**config.mk**
```make
export PLATFORM = sky130hd
export DESIGN_NAME = uart_prog_loader
export DESIGN_NICKNAME = d
export VERILOG_FILES = /design/src/rtl/uart_prog_loader.sv
export SDC_FILE = /design/constraint.sdc
export NUM_CORES = 1
export LEC_CHECK = 0
export ABC_AREA = 1
export BUFFER_PORTS_ARGS = -buffer_cell sky130_fd_sc_hd__buf_2
export CAP_MARGIN = 0
export CORE_MARGIN = 10
export CORE_UTILIZATION = 50
export CTS_CLUSTER_DIAMETER = 30
export DETAILED_ROUTE_END_ITERATION = 8
export HOLD_SLACK_MARGIN = 0.12
export PLACE_DENSITY = 0.71
export SETUP_SLACK_MARGIN = 0.05
export SYNTH_ARGS = -nofsm -noshare
export SYNTH_HDL_FRONTEND = slang
export SYNTH_SLANG_ARGS = --single-unit
```
**constraint.sdc**
```tcl
create_clock -name clk -period 5.9 [get_ports clk]
set_input_delay 0.295 -clock clk [delete_from_list [all_inputs] [get_ports clk]]
set_output_delay 0.295 -clock clk [all_outputs]
set_load 0.01 [all_outputs]
```
**src/rtl/uart_prog_loader.sv**
```systemverilog
// ============================================================================
// uart_prog_loader: framed UART image (A5, len, LE words, sum) -> imem writes.
// Optional ack byte on TX when LOADER_ACK_EN is defined.  Rev 1.0
// ============================================================================
`default_nettype none

module uart_prog_loader #(
  parameter logic [31:0] BASE_ADDR   = 32'h0000_0000,
  parameter int          MAX_WORDS   = 4096,
  parameter int          TIMEOUT_CYC = 5000000
) (
  input  logic        clk,
  input  logic        Rst,
  input  logic        prog,
  input  logic        rx_data_present,
  input  logic [7:0]  uart_dout,
  output logic        rx_ren,
`ifdef LOADER_ACK_EN
  input  logic        tx_full,
  output logic        tx_wen,
  output logic [7:0]  uart_din,
`endif
  output logic        imem_prog_ena,
  output logic        imem_en,
  output logic [31:0] imem_addr,
  output logic [31:0] imem_din,
  output logic        busy,
  output logic        done,
  output logic        error,
  output logic [15:0] word_count
);

  localparam logic [16:0] MAX_W   = 17'(MAX_WORDS);
  localparam logic [31:0] TMO_LIM = 32'(TIMEOUT_CYC);
  localparam logic [7:0]  SYNC_B  = 8'hA5;

  typedef enum logic [3:0] {
    S_IDLE, S_SYNC, S_LEN0, S_LEN1, S_DATA, S_WRITE, S_CSUM, S_DONE, S_ERR
  } state_t;

  state_t      state_q, state_d;
  logic        ren_last_q;
  logic [15:0] len_q, len_d;
  logic [15:0] wc_q, wc_d;
  logic [1:0]  bidx_q, bidx_d;
  logic [31:0] word_q, word_d;
  logic [7:0]  sum_q, sum_d;
  logic [31:0] tmo_q, tmo_d;
  logic        done_q, done_d;
  logic        error_q, error_d;

  logic        consuming;
  logic        timed;
  logic        pop;
  logic        tmo_hit;
  logic        wr;
  logic [15:0] n_len;

`ifdef LOADER_ACK_EN
  logic        ack_pend_q, ack_pend_d;
  logic [7:0]  ack_byte_q, ack_byte_d;
`endif

  always_comb begin
    consuming = (state_q == S_SYNC) || (state_q == S_LEN0) || (state_q == S_LEN1) ||
                (state_q == S_DATA) || (state_q == S_CSUM);
    timed     = (state_q == S_LEN0) || (state_q == S_LEN1) || (state_q == S_DATA) ||
                (state_q == S_WRITE) || (state_q == S_CSUM);
    // pop only with ren low last cycle, so the FIFO head has time to advance
    pop       = prog && consuming && rx_data_present && !ren_last_q;
    tmo_hit   = timed && !pop && ((tmo_q + 32'd1) >= TMO_LIM);
    n_len     = {uart_dout, len_q[7:0]};
    wr        = prog && (state_q == S_WRITE);
  end

  always_comb begin
    state_d = state_q;
    len_d   = len_q;
    wc_d    = wc_q;
    bidx_d  = bidx_q;
    word_d  = word_q;
    sum_d   = sum_q;
    tmo_d   = '0;
    done_d  = done_q;
    error_d = error_q;

    if (!prog) begin
      state_d = S_IDLE;
    end else begin
      if (timed && !pop) tmo_d = tmo_q + 32'd1;
      case (state_q)
        S_IDLE: begin
          state_d = S_SYNC;
          done_d  = 1'b0;
          error_d = 1'b0;
          wc_d    = '0;
          len_d   = '0;
          bidx_d  = '0;
          word_d  = '0;
          sum_d   = '0;
        end
        S_SYNC: begin
          if (pop && uart_dout == SYNC_B) state_d = S_LEN0;
        end
        S_LEN0: begin
          if (pop) begin
            len_d[7:0] = uart_dout;
            state_d    = S_LEN1;
          end
        end
        S_LEN1: begin
          if (pop) begin
            len_d = n_len;
            if ({1'b0, n_len} > MAX_W) state_d = S_ERR;
            else if (n_len == 16'd0)   state_d = S_CSUM;
            else                       state_d = S_DATA;
          end
        end
        S_DATA: begin
          if (pop) begin
            word_d[{bidx_q, 3'b000} +: 8] = uart_dout;
            sum_d  = sum_q + uart_dout;
            bidx_d = bidx_q + 2'd1;
            if (bidx_q == 2'd3) state_d = S_WRITE;
          end
        end
        S_WRITE: begin
          wc_d    = wc_q + 16'd1;
          state_d = ((wc_q + 16'd1) == len_q) ? S_CSUM : S_DATA;
        end
        S_CSUM: begin
          if (pop) state_d = (uart_dout == sum_q) ? S_DONE : S_ERR;
        end
        S_DONE:  state_d = S_DONE;
        S_ERR:   state_d = S_ERR;
        default: state_d = S_IDLE;
      endcase
      if (tmo_hit) state_d = S_ERR;
      if (state_d == S_DONE && state_q != S_DONE) done_d  = 1'b1;
      if (state_d == S_ERR  && state_q != S_ERR)  error_d = 1'b1;
    end
  end

  always_ff @(posedge clk or negedge Rst) begin
    if (!Rst) begin
      state_q    <= S_IDLE;
      ren_last_q <= 1'b0;
      len_q      <= '0;
      wc_q       <= '0;
      bidx_q     <= '0;
      word_q     <= '0;
      sum_q      <= '0;
      tmo_q      <= '0;
      done_q     <= 1'b0;
      error_q    <= 1'b0;
    end else begin
      state_q    <= state_d;
      ren_last_q <= pop;
      len_q      <= len_d;
      wc_q       <= wc_d;
      bidx_q     <= bidx_d;
      word_q     <= word_d;
      sum_q      <= sum_d;
      tmo_q      <= tmo_d;
      done_q     <= done_d;
      error_q    <= error_d;
    end
  end

`ifdef LOADER_ACK_EN
  always_comb begin
    ack_pend_d = ack_pend_q;
    ack_byte_d = ack_byte_q;
    if (!prog) begin
      ack_pend_d = 1'b0;
    end else if (state_d == S_DONE && state_q != S_DONE) begin
      ack_pend_d = 1'b1;
      ack_byte_d = 8'h06;
    end else if (state_d == S_ERR && state_q != S_ERR) begin
      ack_pend_d = 1'b1;
      ack_byte_d = 8'h15;
    end else if (ack_pend_q && !tx_full) begin
      ack_pend_d = 1'b0;
    end
  end

  always_ff @(posedge clk or negedge Rst) begin
    if (!Rst) begin
      ack_pend_q <= 1'b0;
      ack_byte_q <= 8'h00;
    end else begin
      ack_pend_q <= ack_pend_d;
      ack_byte_q <= ack_byte_d;
    end
  end

  assign tx_wen   = ack_pend_q && !tx_full && prog;
  assign uart_din = ack_byte_q;
`endif

  assign rx_ren        = pop;
  assign imem_prog_ena = wr;
  assign imem_en       = wr;
  assign imem_addr     = wr ? (BASE_ADDR + {14'd0, wc_q, 2'b00}) : 32'd0;
  assign imem_din      = wr ? word_q : 32'd0;
  assign busy          = (state_q == S_LEN0) || (state_q == S_LEN1) || (state_q == S_DATA) ||
                         (state_q == S_WRITE) || (state_q == S_CSUM);
  assign done          = done_q;
  assign error         = error_q;
  assign word_count    = wc_q;

endmodule

`default_nettype wire

```
==> flow_summary.yaml, run 1 <==
timing:
  slew_viol_final: 0
  fin_crit_sh_pct: 45.9
  period_needed_ns: 2.71
  finalSetupViolCount: 0
  hold_violations: 0
  fin_tns_setup_ns: 0
  finClkSkew_ns: 0.0121
  relSlewSlack_pct: 26.2
  fmax_mhz: 369
  whs_ns: 0.228
  tightest_slew_ns: 1.10
  rsz0062_at_grt: "no"
power_and_ir_drop:
  p_leak_nw: 3.63
  clkPwrFrac_pct: 53.1
  switching_share_pct: 25.1
  switchingPower_uw: 461
  intPower_mw: 1.38
  power_frac_seq_pct: 42.4
  p_comb_share_pct: 4.5
  p_per_area_mw_per_mm2: 233
  max-vdd-ir-drop_mv: 0.207
placement:
  dpl.hpwl_um: 12900
  gp_congestion: 0.914
  port_buffers: 81
setup_path:
  worstSetupPathType: "reg2out"
  cp_cell_sequence: "inv_1, nor2_1, nand2_1, nor2_1, inv_2, nor2_1, buf_2"
  rrSetupSlack_ns: 3.29
  slowest_delay_ns: 0.44
  r2r_cells: 8
  worstPathArrival_ns: 2.41
  end_kind: "primary output"
  startpoint_type: "register"
  cp.required_ns: 5.61
  critPathSlowestCell: "dfrtp_1"
  rr_endpoint: "word_count[9]"
  crit_top_cell: "nor2_1"
  r2r-start: "state_q[3]"
  worstPathMaxFanout: 64
global_route:
  grt_pass1_wl_um: 29400
  overflow: 0
  grt_max_degree: 65
  grt_use_total_pct: 19.6
  antenna_found_initial: 0
  grt_pass1_vias: 6065
detailed_routing:
  routed_wl_um: 17800
  wl_per_cell_um: 14.9
  route.detailed.drc: 0
  postRouteAntennaNets: 0
  via_count: 6160
  drtPass1Iterations: 5
  viasPerCell: 5.15
  drt-initial-drc-count: 397
synth:
  avgSynthCellArea_um2: 7.40
  ys_types: 44
  synth.largest_area_cell: "dfrtp_1"
  yosys-top-cells-area: "dfrtp_1 (41%), nand2_1 (9.9%), nor2_1 (9.1%)"
  netlist_instances: 923
  synth_top_cell_area_share_pct: 41.4
  synth_seq_area_share_pct: 41.4
  synth_warnings: 0
  ys_seq_elements: 113
  syn-cell-area_mm2: 0.00683
final_layout:
  drive_gt1_share_pct: 14.7
  diodes: 0
  final_cell_mix: "nand2_1 (181), nor2_1 (165), inv_1 (142), dfrtp_1 (113), buf_2 (80)"
  fin_nets: 1032
  synthToLayoutAreaGrowth_pct: 15.2
  final_common_cell: "nand2_1"
clocking:
  clk_pin_slew_ns: 0.06
  cts-root-buf: "clkbuf_16"
  cts_max_level: 4
  insertion_delay_ns: 0.43
  cts_buffer_depth: 2
  cts_tree: "done"
  cts_buffers: 17
  clock_sinks: 113
min_path:
  hp-class: "in2reg"
  min_path_cells: 3
  hp-start: "uart_dout[0]"
  min_to: "word_q[16]"
floorplanning:
  initial_utilization_pct: 51.4
  fp.dieH_um: 137
  ioPinCount: 98
  dieArea_mm2: 0.0187
  rows: 42
  core_mm2: 0.0133
  die_w_um: 137
run:
  maxCapViolCount: 0
outcome:
  status: "complete, no violations"
==> logic make-up (layout without fill, tap and decap cells) <==
logic type,after synthesis,in the layout,synth area share [%]
AO/OA/AOI/OAI,105,105,9.36
XOR/XNOR,40,40,5.13
adder cells (fa/ha/maj),14,14,2.67
buffers and inverters,186,267,11.7
flip-flops,113,113,41.4
other,1,16,0.0549
AND/OR/NAND/NOR,464,464,29.7
==> routing by layer <==
metal / track usage [%] / share of wire (%) / vias to the layer above
met5: 0 / 0 / -
met4: 7.03 / 1.7 / 0
met3: 5.24 / 6.7 / 27
met2: 30.5 / 46 / 193
met1: 25.6 / 45 / 2876
li1: - / - / 3064
==> registers in the layout, indices dropped and copies added, names as in the netlist <==
name and cells:
ren_last_q 1, sum_q 8, tmo_q 32, word_q 32
bidx_q 2, word_count 16, done 1, error 1
len_q 16, state_q 4
==> worst max path at each step <==
stage / cells past startpoint / from / slack, ns / endpoint
final: 7 / state_q[0] / 3.19 / imem_addr[2]
after global placement: 8 / state_q[3] / 3.43 / word_count[8]
after global routing: 7 / state_q[0] / 2.91 / imem_addr[2]
after floorplan: 14 / word_count[0] / 3.92 / state_q[1]
after CTS: 7 / state_q[0] / 3.14 / imem_addr[2]
after detailed placement: 8 / state_q[3] / 3.26 / word_count[12]
==> per-stage QoR <==
stage | total power [mW] | setup slack (ns) | area, um2 | instances | util, %
final | 1.84 | 3.19 | 7870 | 1195 | 59.2
after global routing | 1.90 | 2.91 | 7870 | 1195 | 59.2
after CTS | 1.85 | 3.14 | 7870 | 1195 | 59.2
after detailed placement | 0.875 | 3.26 | 7300 | 1162 | 54.9
after global placement | 0.874 | 3.43 | 7300 | 1162 | 54.9
after floorplan | 0.848 | 3.92 | 6890 | 938 | -
==> power groups by stage <==
stage	Sequential, mW	Clock [mW]	Combinational [mW]
2_1_floorplan	0.792	0	0.0555
3_3_place_gp	0.792	0	0.0819
3_5_place_dp	0.792	0	0.0826
4_1_cts	0.778	0.987	0.0835
5_1_grt	0.778	1.03	0.0933
6_report	0.778	0.975	0.0835
==> final cells by class <==
class | count | area, um2
fill | 1282 | 5420
multi-input combinational | 639 | 3260
sequential | 113 | 2830
inverter | 152 | 574
clock buffer | 18 | 429
timing repair buffer | 83 | 425
tap | 176 | 220
clock inverter | 14 | 134
==> what timing repair did <==
item,CTS,global route
hold buffers,1,0
resized for setup,0,0
setup buffers,0,0
hold endpoints to repair,56,0
==> synth_stat cells, drive strengths merged <==
cell type  count
buf           23
o311ai         1
o31ai          2
xor2          33
ha            13
xnor2          7
nor3          13
o21ai         49
nor2         175
clkbuf        11
nand4         22
dfrtp        113
inv          150
nor4           6
nand3b         2
a21oi         14
a311oi         1
or2            2
nand3         55
nand2        188
clkinv         2
o41ai          5
conb           1
o22ai         31
o221ai         1
and2           1
fa             1
a211oi         1
==> worst max-delay path, delay by kind of cell (launching register included) <==
| family | cells | cell delay, ns |
|---|---|---|
| simple gates | 4 | 0.84 |
| flops | 1 | 0.44 |
| buf+inv | 3 | 0.69 |
(Power assumes the default switching activity.)
==> run 2: changes to the inputs <==
--- a/config.mk
+++ b/config.mk
@@ -5,7 +5,7 @@
 export SDC_FILE = /design/constraint.sdc
 export NUM_CORES = 1
 export LEC_CHECK = 0
-export ABC_AREA = 1
+export ABC_AREA = 0
 export BUFFER_PORTS_ARGS = -buffer_cell sky130_fd_sc_hd__buf_2
 export CAP_MARGIN = 0
 export CORE_MARGIN = 10
@@ -13,7 +13,7 @@
 export CTS_CLUSTER_DIAMETER = 30
 export DETAILED_ROUTE_END_ITERATION = 8
 export HOLD_SLACK_MARGIN = 0.12
-export PLACE_DENSITY = 0.71
+export PLACE_DENSITY = 0.74
 export SETUP_SLACK_MARGIN = 0.05
 export SYNTH_ARGS = -nofsm -noshare
 export SYNTH_HDL_FRONTEND = slang
==> constraint.sdc (replaced) <==
create_clock -name clk -period 2.35 [get_ports clk]
set_input_delay 0.1175 -clock clk [delete_from_list [all_inputs] [get_ports clk]]
set_output_delay 0.1175 -clock clk [all_outputs]
set_load 0.01 [all_outputs]
==> run 2 against run 1 <==
  * The flow now finishes with violations (negative setup slack)
  * Non-clock buffer count up 117
  * Global-route usage up 0.33 points
  * Cell count down 3.8%
  * Clock-buffer cell count down 1
  * Core utilization up 6.6 points
  * Clock power rose to 2.6 times the previous value
  * Worst hold slack worse by 0.089 ns
  * Register-to-register slack worse by 3.4 ns
  * Largest power group unchanged
  * Highest routed layer unchanged
==> flow_summary.yaml, run 2 <==
outcome:
  status: "finished with violations"
  violations: "negative setup slack"
power_and_ir_drop:
  p_comb_share_pct: 4.5
  max-vdd-ir-drop_mv: 0.510
  p_leak_nw: 4.19
  clkPwrFrac_pct: 53.8
  p_per_area_mw_per_mm2: 514
  switching_share_pct: 25.4
  power_frac_seq_pct: 41.7
  intPower_mw: 3.49
  switchingPower_mw: 1.19
detailed_routing:
  routed_wl_um: 20000
  route.detailed.drc: 0
  postRouteAntennaNets: 0
  dr_wl_met2_um: 9260
  via_count: 6622
  wl_met1_um: 8770
  drt-initial-drc-count: 600
  drtPass1Iterations: 5
  wl_per_cell_um: 17.4
  viasPerCell: 5.76
  top_layer: "met4"
  wl_met3_um: 1570
setup_path:
  endpoint: "error"
  r2r_cells: 8
  worstSetupPathType: "reg2reg"
  startpoint_type: "register"
  rrSetupSlack_ns: -0.09
  worstPathMaxFanout: 7
  critPathSlowestCell: "or3_1"
  cp_cell_sequence: "nand4_1, or3_1, buf_4, nor4_4, nor3_2, nor4_4, o211ai_2, a221o_1"
  startpoint: "tmo_q[14]"
  crit_top_cell: "nor4_4"
  cp.required_ns: 2.66
  worstPathArrival_ns: 2.75
  end_kind: "register"
  r2r-start: "tmo_q[14]"
  rr_endpoint: "error"
  slowest_delay_ns: 0.42
global_route:
  overflow: 0
  grt_use_total_pct: 19.9
  antenna_found_initial: 0
  grt_pass1_wl_um: 32100
  grt_max_degree: 57
  grt_pass1_vias: 6284
synth:
  yosysMostFrequentCell: "dfrtp_1"
  synth_edf_count: 0
  synth_top_cell_area_share_pct: 40.3
  ys_types: 76
  async_flop_share_pct: 100
  synth.largest_area_cell: "dfrtp_1"
  ys.flop_type: "dfrtp_1"
  netlist_instances: 789
  ys_seq_elements: 113
  synthTopCellsByCount: "dfrtp_1 (113), nand2_1 (85), nor2_1 (62)"
  synth_warnings: 0
  avgSynthCellArea_um2: 8.90
  syn-cell-area_mm2: 0.00702
  synth_seq_area_share_pct: 40.3
  yosys-top-cells-area: "dfrtp_1 (40%), nand2_1 (4.5%), and2_1 (4.4%)"
run:
  maxCapViolCount: 0
floorplanning:
  die_w_um: 139
  initial_utilization_pct: 50.8
  rows: 43
  ioPinCount: 98
  fp.dieH_um: 139
  dieArea_mm2: 0.0192
  core_mm2: 0.0138
clocking:
  insertion_delay_ns: 0.43
  cts_buffers: 17
  clock_sinks: 113
  cts_tree: "done"
  cts_buffer_depth: 2
  cts-root-buf: "clkbuf_16"
  clk_pin_slew_ns: 0.06
  cts_max_level: 4
final_layout:
  largestRegisters: "tmo_q (32), word_q (32)"
  diodes: 0
  final_cell_mix: "dfrtp_1 (112), buf_4 (112), nand2_1 (83), buf_2 (78), nor2_1 (61)"
  final-instance-count-excl-fill: 1149
  fin_nets: 982
  fillers: 1059
  synthToLayoutAreaGrowth_pct: 29.4
  drive_gt1_share_pct: 28.5
timing:
  fmax_mhz: 410
  worst_slack_ns: -0.0874
  tightest_slew_ns: 0.724
  finClkSkew_ns: 0.00902
  finalSetupViolCount: 2
  hold_violations: 0
  period_needed_ns: 2.44
  whs_ns: 0.140
  slew_viol_final: 0
  fin_crit_sh_pct: 104
  relSlewSlack_pct: 51.4
  rsz0062_at_grt: "yes"
placement:
  port_buffers: 81
  gp_congestion: 0.911
  dp_cells: 1109
  dpl.hpwl_um: 13500
min_path:
  hp-start: "uart_dout[6]"
  hp-class: "in2reg"
[run 2: stage by stage]
stage | util [%] | TNS (ns) | total power, mW | setup slack, ns | area (um2)
2_1_floorplan | - | -0.434 | 2.08 | -0.185 | 7110
3_3_place_gp | 59.5 | -0.0810 | 2.17 | -0.0517 | 8230
3_5_place_dp | 59.5 | -0.280 | 2.17 | -0.131 | 8230
4_1_cts | 64.5 | -0.101 | 4.70 | -0.0536 | 8920
5_1_grt | 65.8 | -2.68 | 4.80 | -0.156 | 9090
6_report | 65.8 | -0.109 | 4.67 | -0.0874 | 9090
[run 2: layer usage]
layer,vias to the layer above,GRT usage (%)
li1,3117,-
met1,3187,27.0
met2,274,30.0
met3,44,4.45
met4,0,7.66
met5,-,0
[run 2: cell families after synthesis]
logic type,count (synthesis),synth area share (%)
flip-flops,113,40.3
AO/OA/AOI/OAI,170,16.7
multiplexers,7,1.03
other,1,0.0534
buffers and inverters,84,5.84
AND/OR/NAND/NOR,343,26.4
adder cells (fa/ha/maj),14,2.60
XOR/XNOR,57,7.11
[run 2: worst min path at each step]
stage	cells past startpoint	to	slack [ns]
floorplan	0	bidx_q[0]	-0.18
global placement	1	tmo_q[21]	0.19
detailed placement	1	tmo_q[25]	0.19
CTS	3	word_q[18]	0.12
global route	4	word_q[2]	0.15
finish	3	word_q[14]	0.14
[run 2: area by class of cell]
type                            count  area (um2)  area share (%)
Tap cell                          180         225            2.48
Inverter                           17        63.8           0.702
Clock inverter                     15         145            1.60
Clock buffer                       17         425            4.68
Timing Repair Buffer              200        1350            14.8
Multi-Input combinational cell    607        4060            44.6
Sequential cell                   113        2830            31.1
[run 2: worst max-delay path, delay by kind of cell (launching register included)]
| kind | cells | cell delay [ns] |
|---|---|---|
| DFF | 1 | 0.37 |
| and+or+nand+nor | 5 | 1.24 |
| buffers and inverters | 1 | 0.19 |
| AOI/OAI and AO/OA | 2 | 0.51 |
[run 2: timing repair]
item	4_1_cts	5_1_grt
hold buffers	6	0
buffers inserted	0	2
resized for setup	13	29
endpoints found under the setup margin	50	93
pin swaps	6	14
endpoints found under the hold margin	58	0
[run 2: power by group through the flow]
stage / combinational, mW / clock [mW] / sequential [mW]
2_1_floorplan: 0.101 / 0 / 1.98
3_3_place_gp: 0.189 / 0 / 1.98
3_5_place_dp: 0.191 / 0 / 1.98
4_1_cts: 0.201 / 2.55 / 1.95
5_1_grt: 0.231 / 2.62 / 1.95
6_report: 0.210 / 2.52 / 1.95
